===== src/rtl/fade_pkg.sv =====
`default_nettype none
// ============================================================================
// Module      : fade_pkg
// Description : Shared types and constants for the VGA fade slot core.
// Revision    : 1.0 - initial release
// ============================================================================
package fade_pkg;

    typedef enum logic [1:0] {
        IDLE     = 2'd0,
        FADE_OUT = 2'd1,
        HOLD     = 2'd2,
        FADE_IN  = 2'd3
    } fade_state_t;

    localparam logic [1:0] REG_CTRL   = 2'd0;
    localparam logic [1:0] REG_TGT    = 2'd1;
    localparam logic [1:0] REG_PERIOD = 2'd2;
    localparam logic [1:0] REG_HOLD   = 2'd3;

    localparam logic [4:0] ALPHA_MAX = 5'd16;

    localparam int CTRL_FADE_OUT_BIT = 0;
    localparam int CTRL_FADE_IN_BIT  = 1;
    localparam int CTRL_BYPASS_BIT   = 2;

endpackage
`default_nettype wire


===== src/rtl/vga_fade_blend.sv =====
`default_nettype none
// ============================================================================
// Module      : vga_fade_blend
// Description : Combinational single-channel blend of si toward tgt by alpha/16.
// Revision    : 1.0 - initial release
// ============================================================================
module vga_fade_blend
    import fade_pkg::*;
#(
    parameter int CW = 4
) (
    input  logic [CW-1:0] i_si,
    input  logic [CW-1:0] i_tgt,
    input  logic [4:0]    i_alpha,
    output logic [CW-1:0] o_so
);

    localparam int WW = CW + 5;

    logic [WW-1:0] w_mix;

    // Weights sum to 16, so the shifted result never exceeds the channel range.
    assign w_mix = WW'(i_si) * WW'(ALPHA_MAX - i_alpha) + WW'(i_tgt) * WW'(i_alpha);
    assign o_so  = CW'(w_mix >> 4);

endmodule
`default_nettype wire


===== src/rtl/chu_vga_fade_core.sv =====
`default_nettype none
// ============================================================================
// Module      : chu_vga_fade_core
// Description : Video-chain slot core fading the pixel stream toward a target
//               colour with a frame-paced alpha ramp. Optional macro
//               FADE_AUTO_RETURN_EN adds the timed return from HOLD.
// Revision    : 1.0 - initial release
// ============================================================================
module chu_vga_fade_core
    import fade_pkg::*;
#(
    parameter int            CD        = 12,
    parameter logic [CD-1:0] KEY_COLOR = '0
) (
    input  logic          clk,
    input  logic          reset,
    input  logic          frame_start,
    input  logic          cs,
    input  logic          write,
    input  logic [13:0]   addr,
    input  logic [31:0]   wr_data,
    input  logic [CD-1:0] si_rgb,
    output logic [CD-1:0] so_rgb
);

    localparam int CW = CD / 3;

    fade_state_t   r_state, w_state_nx;
    logic [4:0]    r_alpha, w_alpha_nx;
    logic [7:0]    r_fcnt,  w_fcnt_nx;
    logic          r_pend_out, r_pend_in, r_bypass;
    logic [CD-1:0] r_tgt;
    logic [7:0]    r_period;
    logic [7:0]    w_per_m1;
    logic          w_step;
    logic          w_hold_done;
    logic [CD-1:0] w_blend;
    logic          w_wr, w_wr_ctrl, w_wr_tgt, w_wr_per;
    logic          w_unused;

    assign w_wr      = cs & write;
    assign w_wr_ctrl = w_wr && (addr[1:0] == REG_CTRL);
    assign w_wr_tgt  = w_wr && (addr[1:0] == REG_TGT);
    assign w_wr_per  = w_wr && (addr[1:0] == REG_PERIOD);
    assign w_unused  = ^{addr[13:2], wr_data};

    // A ctrl write in the same cycle as frame_start survives to the next frame.
    always_ff @(posedge clk or negedge reset) begin
        if (!reset) begin
            r_pend_out <= 1'b0;
            r_pend_in  <= 1'b0;
            r_bypass   <= 1'b0;
            r_tgt      <= KEY_COLOR;
            r_period   <= 8'd1;
        end else begin
            if (frame_start) begin
                r_pend_out <= 1'b0;
                r_pend_in  <= 1'b0;
            end
            if (w_wr_ctrl) begin
                r_pend_out <= wr_data[CTRL_FADE_OUT_BIT];
                r_pend_in  <= wr_data[CTRL_FADE_IN_BIT] & ~wr_data[CTRL_FADE_OUT_BIT];
                r_bypass   <= wr_data[CTRL_BYPASS_BIT];
            end
            if (w_wr_tgt) r_tgt    <= wr_data[CD-1:0];
            if (w_wr_per) r_period <= wr_data[7:0];
        end
    end

`ifdef FADE_AUTO_RETURN_EN
    logic [7:0] r_hold;
    logic       w_wr_hold;

    assign w_wr_hold = w_wr && (addr[1:0] == REG_HOLD);

    always_ff @(posedge clk or negedge reset) begin
        if (!reset) r_hold <= 8'd0;
        else if (w_wr_hold) r_hold <= wr_data[7:0];
    end

    assign w_hold_done = (r_fcnt == r_hold);
`else
    assign w_hold_done = 1'b0;
`endif

    assign w_per_m1 = (r_period == 8'd0) ? 8'd0 : r_period - 8'd1;
    assign w_step   = (r_fcnt == w_per_m1);

    always_ff @(posedge clk or negedge reset) begin
        if (!reset) begin
            r_state <= IDLE;
            r_alpha <= 5'd0;
            r_fcnt  <= 8'd0;
        end else begin
            r_state <= w_state_nx;
            r_alpha <= w_alpha_nx;
            r_fcnt  <= w_fcnt_nx;
        end
    end

    always_comb begin
        w_state_nx = r_state;
        w_alpha_nx = r_alpha;
        w_fcnt_nx  = r_fcnt;
        if (frame_start) begin
            case (r_state)
                IDLE: begin
                    if (r_pend_out) begin
                        w_state_nx = FADE_OUT;
                        w_fcnt_nx  = 8'd0;
                    end
                end
                FADE_OUT: begin
                    if (r_pend_in) begin
                        w_state_nx = FADE_IN;
                        w_fcnt_nx  = 8'd0;
                    end else if (r_alpha == ALPHA_MAX) begin
                        w_state_nx = HOLD;
                        w_fcnt_nx  = 8'd0;
                    end else if (w_step) begin
                        w_fcnt_nx  = 8'd0;
                        w_alpha_nx = r_alpha + 5'd1;
                        if (r_alpha == ALPHA_MAX - 5'd1) w_state_nx = HOLD;
                    end else begin
                        w_fcnt_nx  = r_fcnt + 8'd1;
                    end
                end
                HOLD: begin
                    if (r_pend_in || w_hold_done) begin
                        w_state_nx = FADE_IN;
                        w_fcnt_nx  = 8'd0;
                    end
`ifdef FADE_AUTO_RETURN_EN
                    else begin
                        w_fcnt_nx  = r_fcnt + 8'd1;
                    end
`endif
                end
                FADE_IN: begin
                    if (r_pend_out) begin
                        w_state_nx = FADE_OUT;
                        w_fcnt_nx  = 8'd0;
                    end else if (r_alpha == 5'd0) begin
                        w_state_nx = IDLE;
                    end else if (w_step) begin
                        w_fcnt_nx  = 8'd0;
                        w_alpha_nx = r_alpha - 5'd1;
                        if (r_alpha == 5'd1) w_state_nx = IDLE;
                    end else begin
                        w_fcnt_nx  = r_fcnt + 8'd1;
                    end
                end
                default: w_state_nx = IDLE;
            endcase
        end
    end

    generate
        for (genvar g = 0; g < 3; g++) begin : g_ch
            vga_fade_blend #(.CW(CW)) u_blend (
                .i_si    (si_rgb[g*CW +: CW]),
                .i_tgt   (r_tgt[g*CW +: CW]),
                .i_alpha (r_alpha),
                .o_so    (w_blend[g*CW +: CW])
            );
        end
    endgenerate

    assign so_rgb = r_bypass ? si_rgb : w_blend;

endmodule
`default_nettype wire


===== config.mk =====
export PLATFORM = sky130hd
export DESIGN_NAME = chu_vga_fade_core
export DESIGN_NICKNAME = d
export VERILOG_FILES = /design/src/rtl/fade_pkg.sv /design/src/rtl/vga_fade_blend.sv /design/src/rtl/chu_vga_fade_core.sv
export SDC_FILE = /design/constraint.sdc
export NUM_CORES = 1
export LEC_CHECK = 0
export ABC_CLOCK_PERIOD_IN_PS = 13300
export BUFFER_PORTS_ARGS = -buffer_cell sky130_fd_sc_hd__buf_2
export CAP_MARGIN = 20
export CORE_AREA = 10 10 185 118
export DETAILED_ROUTE_END_ITERATION = 10
export DIE_AREA = 0 0 195 128
export GPL_TIMING_DRIVEN = 0
export RECOVER_POWER = 100
export SETUP_SLACK_MARGIN = 0.02
export SYNTH_ARGS = -nofsm -noshare
export SYNTH_HDL_FRONTEND = slang
export SYNTH_HIERARCHICAL = 1
export SYNTH_SLANG_ARGS = --single-unit

===== constraint.sdc =====
create_clock -name clk -period 13.3 [get_ports clk]
set_input_delay 3.99 -clock clk [delete_from_list [all_inputs] [get_ports clk]]
set_output_delay 3.99 -clock clk [all_outputs]
set_load 0.01 [all_outputs]

==> run summary, run 1 <==
The count of hold buffers inserted by post-cts repair is 0. The met3 track demand over resource in global routing came out at about 1.7%. The global-route met1 utilization came out at between 10% and 20%. The number of flops mapped to enable cells by yosys came out at 0. The clock tree from TritonCTS is done. The mean number of vias per cell is 4.65. The placement row count is 39. The worst setup path is launched from a primary input.

The most used flip-flop cell after synthesis is dfrtp_1. For this design the top-level I/O count stands at 75. The total overflow reported by the global router came out at 0. The clock skew is 0.00285 ns. The total of endpoints with negative setup slack in the final report is 0. The initial DRC count came out at approximately 200.

The starting utilization of the core area is about a third. The post-DP HPWL came out at 11700 um. The clock input transition at the sequential cells of the worst setup and hold paths came out at roughly 0.06 ns.

Clock latency on the worst-skew pair, taken at its later pin, is 0.28 ns. The post-synthesis async set-or-reset flop share is 100%. The root buffer cell is clkbuf_16. The data arrival time of the critical path came out at 8.54 ns. The synthesized netlist cell count came out at about 680. The filler cell count in the final layout is between 1500 and 2000. The sum of negative setup slack is 0 ns. Derived from the worst setup path, the maximum achievable clock frequency is 0.0798 GHz. The buffer count from post-CTS setup fixing came out at 0. The worst setup path is of the in -> out kind. The floorplan step set the die width to 195 um.

The count of warnings emitted by yosys came out at 6. The number of nets with antenna violations after routing came out at 0. After floorplanning, the core was sized to cover roughly 19000 um^2. The tool flagged a number of max-cap violations equal to 1.

Dividing the detail-routed wire length by the instance count gives ~14 um. The total number of clock tree sinks is 38. In the global route stage, met2 resource usage came out at ~16%.

The final reports fail on max-capacitance violations, max-slew violations. The final cell count without fillers came out at 977. The worst slew slack as a fraction of its limit came out at -41.0%. The share of final-layout standard cells stronger than drive strength 1 came out at between 10% and 20%.

The instance count after placement with tap cells included is around 970. The largest net degree at the start of global routing is 39. The net count of the finished layout is about 900.

The slew at the pin closest to its max-slew limit is between 2 and 2.5 ns. The worst setup path is captured at a primary output. The run finished, with violations left. In this run the biggest area consumer among cell types represents between 20% and 30% of the synthesized area. The post-cts repair resize count came out at 0.

The post-layout worst setup margin is 0.772 ns. The cell area that synthesis handed to floorplanning was between 6000 and 7000 um^2. Before CTS, the worst setup slack after placement is between 1 and 1.5 ns. Setup repair after global routing left no endpoint under its margin. The first global-routing pass estimated between 20000 and 25000 um of wire. The detailed-route wire length came out at 13900 um. The final count of pins violating max slew is 39. By area the synthesized netlist is led by fa_1 (22%), dfrtp_1 (15%), ha_1 (12%). The height of the chip came out at around 130 um. The aggregate global-route resource usage came out at a little under an eighth. In this run the most used layer during global routing was met1. At the end of routability-driven placement, the weighted congestion stood at around 0.8. The clock passes through at most 2 buffers. In the routed design, unresolved DRC markers number 0.

The number of unique standard cell types used by synthesis came out at 65. By count the netlist is led by inv_1 (118), and2_1 (70), fa_1 (69), ha_1 (62), nand2_1 (57). Counting flops and latches in the post-synthesis netlist gives 38. The clock period minus worst slack came out at around 13 ns. The number of global-route vias before repair came to between 4000 and 5000. The layout overhead on the synthesized area came out at 10.0%.

Of all nets on the critical path, the largest fanout is 8. The first detailed-routing pass took 4 iterations. Among all cell types in the netlist, the one instantiated most often is inv_1. The number of diodes came out at 0.

STA puts the critical path data required time at 9.31 ns. The min-delay analysis places its worst path in the category reg -> reg. The post-synthesis average cell area came out at around 9.3 um^2. The number of port buffers came out at 42. The count of vias placed by the detailed router came out at between 4000 and 5000. The number of nets produced by synthesis is just under 900. The final period utilization is 94.2%. In this run, CTS created clock tree buffers numbering 5. The number of levels the H-tree was split into is 2.

The sequential cell area fraction in the yosys report came out at about 15%. The biggest area contributor in the post-synthesis netlist is fa_1. The total count of hold-check failures in the final report came out at 0.

The initial antenna violation count came out at 0. The die covers between 20000 and 25000 um^2.
[layer usage]
| layer | vias to the layer above | wire (um) |
|---|---|---|
| met1 | 2184 | 7910 |
| met2 | 74 | 5430 |
| met5 | - | 0 |
| met3 | 5 | 550 |
| met4 | 0 | 36 |
| li1 | 2280 | - |
[state kept, by name, indices dropped and copies added (netlist names)]
name        cells
r_state         2
r_tgt          12
r_bypass        1
r_fcnt          8
r_period        8
r_pend_in       1
r_alpha         5
r_pend_out      1
[path summary, 6_finish.rpt]
check                                             from                      end  slack, ns  cells after the start
worst max-delay path                         si_rgb[8]               so_rgb[11]       0.77                     17
worst min-delay path            r_state[1]$_DFFE_PN0P_   r_state[1]$_DFFE_PN0P_       0.57                      1
worst max register to register  r_alpha[1]$_DFFE_PN0P_    r_fcnt[0]$_DFFE_PN0P_      10.40                      8
worst min register to register  r_state[1]$_DFFE_PN0P_   r_state[1]$_DFFE_PN0P_       0.57                      1
max in group asynchronous                        reset  r_period[2]$_DFFE_PN0P_       7.76                      1
min in group asynchronous                        reset    r_fcnt[3]$_DFFE_PN0P_       4.31                      1
[worst max-delay path: stages]
cell	delay [ns]
clkbuf_1	0.36
nand2_1	0.16
fa_1	0.56
inv_1	0.05
fa_1	0.48
fa_1	0.55
inv_1	0.05
fa_1	0.47
inv_1	0.04
ha_1	0.31
a21oi_1	0.14
o21ai_0	0.17
a21o_2	0.27
a21oi_1	0.14
xnor3_1	0.40
mux2_2	0.27
clkbuf_1	0.13
[per-stage QoR]
stage	utilization [%]	area (um^2)	hold slack [ns]
after global placement	37.0	6850	0.572
final	37.6	6970	0.570
after floorplan	-	6330	0.532
after global routing	37.6	6970	0.608
after detailed placement	37.0	6850	0.568
after CTS	37.8	7000	0.582
[logic make-up after synthesis]
logic type	after synthesis	share of synthesized area (%)
xor+xnor	55	8.61
compound gates	63	7.05
fa+ha+maj	131	34.1
mux	37	6.54
buf+inv	133	8.53
simple gates	224	20.2
flops	38	15.0
[cell usage in the layout, fill, tap and decap left out, types with 15 or more instances in the layout]
cell and instances:
fa_1 69, xnor2_1 34, inv_1 118, nor2_1 15, buf_2 32, xor2_1 15
o21ai_0 16, and2_1 70, ha_1 62, dfrtp_1 37, mux2_2 35, clkbuf_1 18
nand2_1 57, a21oi_1 15
[area by class of cell]
class / count / area, um^2 / share of cell area [%]
Multi-Input combinational cell: 510 / 4820 / 69.2
Buffer: 15 / 97.6 / 1.40
Sequential cell: 38 / 952 / 13.7
Inverter: 118 / 443 / 6.35
Clock inverter: 2 / 12.5 / 0.180
Timing Repair Buffer: 42 / 194 / 2.78
Clock buffer: 6 / 139 / 1.99
Tap cell: 246 / 308 / 4.42
Power of run 1 is not shown: default switching activity piles up to over one toggle a cycle in this logic, so the estimate is an artifact.
==> run 2: changes to the inputs <==
- CORE_AREA: 10 10 185 118 -> 10 10 180 115
- DIE_AREA: 0 0 195 128 -> 0 0 190 125
- PLACE_DENSITY: not set -> 0.63
- SYNTH_HIERARCHICAL: 1 -> not set
==> run 2 against run 1 <==
Effect of this change:
- the run still ends with max-capacitance violations, max-slew violations left
- cell count decreased by 2.4%
- flip-flop and latch count did not move
- synthesized cell count down 2.3%
==> run summary, run 2 <==
The die area is 23800 um^2 (-4.8%). The final estimated routing congestion in global placement is 0.802 (+1.0%). The synthesis-stage register bit count came out at 38 (unchanged).

The clock period minus worst slack is 12.23 ns (-0.297 ns). The final count of pins violating max slew is 39 (unchanged). The placement row count is 38 (-2.6%). The worst setup path is launched from a primary input. The post-detailed-route DRC marker count was 0 (unchanged).

The sequential cell area fraction in the yosys report is 16.0% (+0.93 points). The sum of negative setup slack came to 0 ns (unchanged). The largest net degree at the start of global routing is 39 (unchanged). More flip-flops sit in one register than any other, and that register is r_tgt. The core outline area came out at 17500 um^2 (-5.4%). The critical path's largest stage delay is 0.53 ns (-0.03 ns). The data arrival time of the critical path was 8.24 ns (-0.30 ns). The buffer count from post-CTS setup fixing is 0 (unchanged). The detailed-route wire length came out at 13900 um (-0.34%).

The number of cells on the worst reg-to-reg path is 10 (+2). The sequential cell area came out at 952 um^2 (unchanged). The final net count is 899 (-2.7%). STA classifies the critical path endpoint as a primary output. From synthesis to final layout, the design area changed by 10.2%.

The post-DP HPWL is 11500 um (-1.4%). The mean number of vias per cell is 4.65 (about the same). The count of vias placed by the detailed router came out at 4437 (-2.3%). Among all flip-flop cells after synthesis, the most frequent one is dfrtp_1.

After synthesis, the cell types taking the most area are fa_1 (23%), dfrtp_1 (16%), ha_1 (11%). The filler cell count in the final layout is 1829 (-5.1%). The buffer depth of the longest clock path came out at 2 (unchanged). The number of flip-flops under the largest register name is 12 (unchanged). The area taken by multi-input logic gates came out at 4440 um^2 (-7.9%).

The max-capacitance violation count came to 1 (unchanged). The number of flops mapped to enable cells by yosys came out at 0 (unchanged). The final period utilization came out at 92.0% (-2.2 points). The initial DRC count came out at 270 (+37%). The largest registers in the layout are r_tgt (12), r_fcnt (8), r_period (8). The count of warnings emitted by yosys came out at 0 (-6). The total overflow reported by the global router is 0 (unchanged). Setup repair after global routing left no endpoint under its margin. Traced cell by cell, the critical path runs through clkbuf_1 > nand2_1 > fa_1 > fa_1 > inv_1 > fa_1 > inv_1 > fa_1 > inv_1 > ha_1 > and4b_1 > a31o_2 > a21oi_1 > inv_1 > a21oi_1 > xor2_1 > o21ai_0 > clkbuf_1. The worst endpoint required time is 9.31 ns (about the same). The worst slew slack as a fraction of its limit came to -38.1% (+2.9 points). The clock skew came out at 0.00467 ns (+0.00182 ns). The worst hold path terminates at r_state[1]$_DFFE_PN0P_.

The combined area of all synthesized cells came to 5970 um^2 (-5.8%). In this run the clock root is driven by a clkbuf_16. The clock insertion delay at the later pin of the skew report is 0.28 ns (about the same). fa_1 takes more of the synthesized area than any other cell. The slowest stage of the critical path is the fa_1 cell. In this run the critical register-to-register path is launched from r_period[1]$_DFFE_PN0P_. The total count of hold-check failures in the final report is 0 (unchanged).

The initial antenna violation count was 0 (unchanged). The number of nets produced by synthesis came out at 851 (-2.7%). The total number of clock tree sinks came out at 38 (unchanged).

The most common cell after layout, fill and taps aside is inv_1. The flow ran to the end, but the final reports show violations. The number of I/O pins was 75 (unchanged). The maximum frequency from static timing analysis came out at 0.0818 GHz (+2.4%). The cell depth of the worst min-delay path is 1 (unchanged). The reg2reg setup slack came out at 10.19 ns (-0.21 ns). The proportion of netlist area held by the largest area contributor came out at 23.2% (+1.3 points). In the layout the commonest cells are inv_1 (118), and2_1 (82), fa_1 (69). The number of levels the H-tree was split into came out at 2 (unchanged).

The synthesized netlist cell count was 665 (-2.3%). The number of global-route vias before repair is 4443 (-3.8%). The aggregate global-route resource usage is 12.0% (+0.71 points). The slew at the pin closest to its max-slew limit came out at 2.07 ns (-0.0438 ns). The clock input transition at the sequential cells of the worst setup and hold paths is 0.05 ns (about the same).

The average wire length per cell after detail routing is 14.6 um (+2.1%). The starting utilization of the core area is 34.0% (-0.16 points). The class of the most critical setup path is in -> out. The post-cts repair resize count is 0 (unchanged). The post-synthesis async set-or-reset flop share came out at 100% (unchanged). The endpoint identified for the worst register-to-register timing path is r_fcnt[4]$_DFFE_PN0P_.

The number of diodes is 0 (unchanged). The die boundary width is 190 um (-2.6%). The dominant cell by count in the synthesized netlist is inv_1. The post-synthesis average cell area came to 8.97 um^2 (-3.6%). The number of port buffers came to 41 (-2.4%).

The count of hold buffers inserted by post-cts repair came to 0 (unchanged). The height of the chip is 125 um (-2.3%). The total of endpoints with negative setup slack in the final report came out at 0 (unchanged). The maximum net fanout on the critical path came out at 6 (-2). In this run the worst hold path is classified as reg -> reg.

In this run the most critical hold path is launched from r_state[1]$_DFFE_PN0P_. By count the netlist is led by inv_1 (118), and2_1 (82), fa_1 (69), nand2_1 (55), ha_1 (54). The number of clock buffers inserted by TritonCTS came out at 5 (unchanged).

The number of nets with antenna violations after routing is 0 (unchanged). The share of final-layout standard cells stronger than drive strength 1 was 9.24% (-6.1 points). The number of iterations in the first detailed-routing pass came out at 5 (+1). The first-pass GRT wire length is 23400 um (-1.7%). The clock tree from TritonCTS is done.

The number of unique standard cell types used by synthesis is 56 (-14%). The final reports fail on max-capacitance violations, max-slew violations.
==> run 2: cell types whose count changed after synthesis, moves of 5 or more <==
cell      delta
clkbuf_1    +14
o21ai_0     +14
ha_1         -8
nor3_1       -8
a31oi_1      -5
nand4_1      -6
and2_2       -9
nand2b_1     +6
mux2_2      -14
and2_1      +12
==> run 2: cell families after synthesis <==
logic type | Yosys count | share of synthesized area (%)
xor+xnor | 54 | 7.93
fa+ha+maj | 123 | 34.5
buf+inv | 141 | 9.10
simple gates | 209 | 19.7
compound gates | 75 | 8.18
mux | 25 | 4.66
flops | 38 | 16.0
==> run 2: critical path: cells and delay by family <==
| kind | cells | cell delay (ns) |
|---|---|---|
| AND/OR/NAND/NOR | 2 | 0.30 |
| AO/OA/AOI/OAI | 4 | 0.88 |
| adder cells (fa/ha/maj) | 5 | 2.32 |
| buffers and inverters | 6 | 0.67 |
| XOR/XNOR | 1 | 0.09 |
==> run 2: worst max path at each step <==
stage	to	cells past startpoint	slack (ns)	from
2_1_floorplan	so_rgb[2]	16	1.65	si_rgb[3]
3_3_place_gp	so_rgb[2]	18	1.23	si_rgb[3]
3_5_place_dp	so_rgb[2]	18	1.21	si_rgb[3]
4_1_cts	so_rgb[2]	18	1.20	si_rgb[3]
5_1_grt	so_rgb[2]	18	0.69	si_rgb[3]
6_report	so_rgb[2]	18	1.07	si_rgb[3]
==> run 2: area by class of cell <==
cell class / instances / share of cell area [%]
multi-input combinational: 486 / 67.6
sequential: 38 / 14.5
inverter: 118 / 6.74
tap: 240 / 4.57
timing repair buffer: 41 / 2.82
clock buffer: 6 / 2.11
buffer: 23 / 1.47
clock inverter: 2 / 0.190
==> run 2: metrics by stage <==
stage | instance area, um^2 | util, % | hold slack (ns) | std cells | setup WS, ns
floorplan | 5970 | - | 0.512 | 665 | 1.65
finish | 6570 | 37.5 | 0.551 | 954 | 1.07
detailed placement | 6470 | 36.9 | 0.547 | 946 | 1.21
CTS | 6620 | 37.7 | 0.560 | 954 | 1.20
global route | 6570 | 37.5 | 0.593 | 954 | 0.691
global placement | 6470 | 36.9 | 0.539 | 946 | 1.23
==> run 2: layer usage <==
metal | wire [um] | share of wire [%] | vias up | track usage (%)
met5 | 0 | 0 | - | 0
met4 | 29 | 0.21 | 0 | 0.976
met3 | 785 | 5.7 | 2 | 2.17
met2 | 5710 | 41 | 89 | 16.7
met1 | 7360 | 53 | 2154 | 19.1
li1 | - | - | 2192 | -
Power of run 2 is left out for the same reason.
==> run 3: changes to the inputs <==
- CORE_AREA: 10 10 180 115 -> 2 2 172 107
- CTS_CLUSTER_DIAMETER: not set -> 80
- DIE_AREA: 0 0 190 125 -> 0 0 174 109
==> run 3 against run 2 <==
Effect of this change:
- critical path depth unchanged
- clock skew increased by 0.00090 ns
- die area shrank 20%
- cell count unchanged
- hold slack improved by 0.013 ns
- the flow still finishes with violations (max-capacitance violations, max-slew violations)
- critical path type unchanged
- setup slack got worse by 0.036 ns
==> run summary, run 3 (synthesis results as in run 2) <==
The run finished, with violations left. The final reports fail on max-capacitance violations, max-slew violations. The initial antenna violation count is 0 (unchanged). In the final layout, the registers with the most flip-flops are r_tgt (12), r_fcnt (8), r_period (8). The aggregate global-route resource usage is 15.6% (+3.6 points). The worst slew slack as a fraction of its limit was -40.7% (-2.6 points). The most common cell after layout, fill and taps aside is inv_1.

The worst endpoint required time is 9.31 ns (about the same). The number of levels the H-tree was split into came to 2 (unchanged). The number of global-route vias before repair came out at 4558 (+2.6%). The total overflow reported by the global router is 0 (unchanged). The sum of negative setup slack is 0 ns (unchanged).

The min-delay analysis places its worst path in the category reg -> reg. The number of nets with antenna violations after routing came to 0 (unchanged). The die area is 19000 um^2 (-20%).

The critical path goes through clkbuf_1 > nand2_1 > fa_1 > fa_1 > inv_1 > fa_1 > inv_1 > fa_1 > inv_1 > ha_1 > and4b_1 > a31o_2 > a21oi_1 > inv_1 > a21oi_1 > xor2_1 > o21ai_0 > clkbuf_1. The number of port buffers is 41 (unchanged). The area taken by multi-input logic gates came out at 4440 um^2 (unchanged). The number of flip-flops under the largest register name is 12 (unchanged). Counting flops per register, the top entry is r_tgt. The clock skew came to 0.00557 ns (+0.000899 ns). The count of vias placed by the detailed router is 4481 (+0.99%).

The maximum net fanout on the critical path is 6 (unchanged). The post-detailed-route DRC marker count came to 0 (unchanged). The final net count was 899 (unchanged). The top cell types in the final layout, fill and taps aside, are inv_1 (118), and2_1 (82), fa_1 (69). The buffer count from post-CTS setup fixing is 0 (unchanged).

The first-pass GRT wire length came out at 23300 um (-0.29%). The initial DRC count is 230 (-15%). CTS placed an instance of clkbuf_16 at the clock tree root. The starting utilization of the core area is 34.1% (+0.092 points).

The maximum frequency from static timing analysis came out at 0.0815 GHz (-0.29%). The number of I/O pins came to 75 (unchanged). The detailed-route wire length is 13700 um (-0.99%). The clock input transition at the sequential cells of the worst setup and hold paths came out at 0.05 ns (about the same). The clock insertion delay at the later pin of the skew report came out at 0.29 ns (about the same).

The slew at the pin closest to its max-slew limit came out at 2.11 ns (+0.0393 ns). Setup repair after global routing left no endpoint under its margin. The number of iterations in the first detailed-routing pass came out at 4 (-1). The total of endpoints with negative setup slack in the final report was 0 (unchanged). The buffer depth of the longest clock path is 2 (unchanged). The class of the most critical setup path is in -> out.

The average wire length per cell after detail routing came out at 14.4 um (-0.99%). The layout overhead on the synthesized area came out at 10.4%. The final estimated routing congestion in global placement is 0.770 (-4.0%).

The post-DP HPWL is 11300 um (-1.9%). In this design, the largest share of critical-path delay is due to adder cells. The placement row count is 38 (unchanged). The number of buffers and inverters on the critical path was 6 (unchanged). The worst register-to-register path begins at r_period[1]$_DFFE_PN0P_. The number of diodes was 0 (unchanged). The count of hold buffers inserted by post-cts repair came out at 0 (unchanged). The total count of hold-check failures in the final report is 0 (unchanged). The core outline area came out at 17500 um^2 (-0.27%). The final period utilization came to 92.2% (+0.27 points). The mean number of vias per cell came to 4.70 (+0.99%). Among all stages on the critical path, the largest delay is contributed by fa_1. The largest net degree at the start of global routing is 39 (unchanged). The height of the chip came out at 109 um (-13%). The worst setup path is captured at a primary output. The data arrival time of the critical path came out at 8.28 ns (+0.04 ns). The critical path's largest stage delay is 0.52 ns (about the same). The sequential cell area came out at 952 um^2 (unchanged). The element type at the critical path start is a primary input.

TritonCTS built the clock tree. The clock period minus worst slack is 12.27 ns (+0.0355 ns). The post-cts repair resize count is 0 (unchanged). The final count of pins violating max slew is 39 (unchanged).

The share of final-layout standard cells stronger than drive strength 1 was 9.38% (+0.14 points). The die boundary width is 174 um (-8.4%). The total number of clock tree sinks is 38 (unchanged). The filler cell count in the final layout is 1824 (-0.27%). The worst hold path begins at r_state[1]$_DFFE_PN0P_. The most critical setup path has its startpoint at si_rgb[3]. The max-capacitance violation count was 1 (unchanged).

The number of clock buffers inserted by TritonCTS came out at 5 (unchanged).
[run 3: area by class of cell]
cell class | instances | area share (%)
Buffer | 23 | 1.46
Clock buffer | 5 | 1.90
Clock inverter | 3 | 0.608
Inverter | 118 | 6.72
Multi-Input combinational cell | 486 | 67.5
Sequential cell | 38 | 14.5
Tap cell | 240 | 4.56
Timing Repair Buffer | 41 | 2.83
[run 3: routing by layer]
metal  vias to the layer above  wire length [um]  track usage (%)  part of all wire, %
met5                         -                 0                0                    0
met4                         0               141             2.82                  1.0
met3                         9               393             1.92                  2.9
met2                        67              5580             23.0                   41
met1                      2203              7630             24.5                   56
li1                       2202                 -                -                    -
[run 3: path summary, 6_finish.rpt]
| check | slack, ns | depth (start not counted) | end |
|---|---|---|---|
| max | 1.03 | 18 | so_rgb[2] |
| min | 0.56 | 1 | r_state[1]$_DFFE_PN0P_ |
| max reg2reg | 10.16 | 11 | r_fcnt[4]$_DFFE_PN0P_ |
| min reg2reg | 0.56 | 1 | r_state[1]$_DFFE_PN0P_ |
| max in group asynchronous | 7.78 | 1 | r_tgt[9]$_DFFE_PN0P_ |
| min in group asynchronous | 4.30 | 1 | r_period[4]$_DFFE_PN0P_ |
[run 3: metrics by stage]
| stage | instance area, um^2 | instances | hold WS, ns | worst slack (ns) | util [%] |
|---|---|---|---|---|---|
| final | 6590 | 954 | 0.564 | 1.03 | 37.7 |
| after global placement | 6470 | 946 | 0.542 | 1.24 | 37.0 |
| after global routing | 6590 | 954 | 0.587 | 0.772 | 37.7 |
| after CTS | 6640 | 954 | 0.559 | 1.19 | 37.9 |
| after floorplan | 5970 | 665 | 0.512 | 1.65 | - |
| after detailed placement | 6470 | 946 | 0.546 | 1.21 | 37.0 |
[run 3: worst register-to-register path: stages, from the launching register on]
cell and delay, ns:
dfrtp_1 0.44, inv_1 0.10, ha_1 0.25, or4b_1 0.44, buf_2 0.18, o22ai_2 0.19, xor2_1 0.18, o211ai_2 0.15
o21ai_0 0.33, clkbuf_1 0.40, nor2_1 0.10, a211o_1 0.27
Power of run 3 is left out for the same reason.
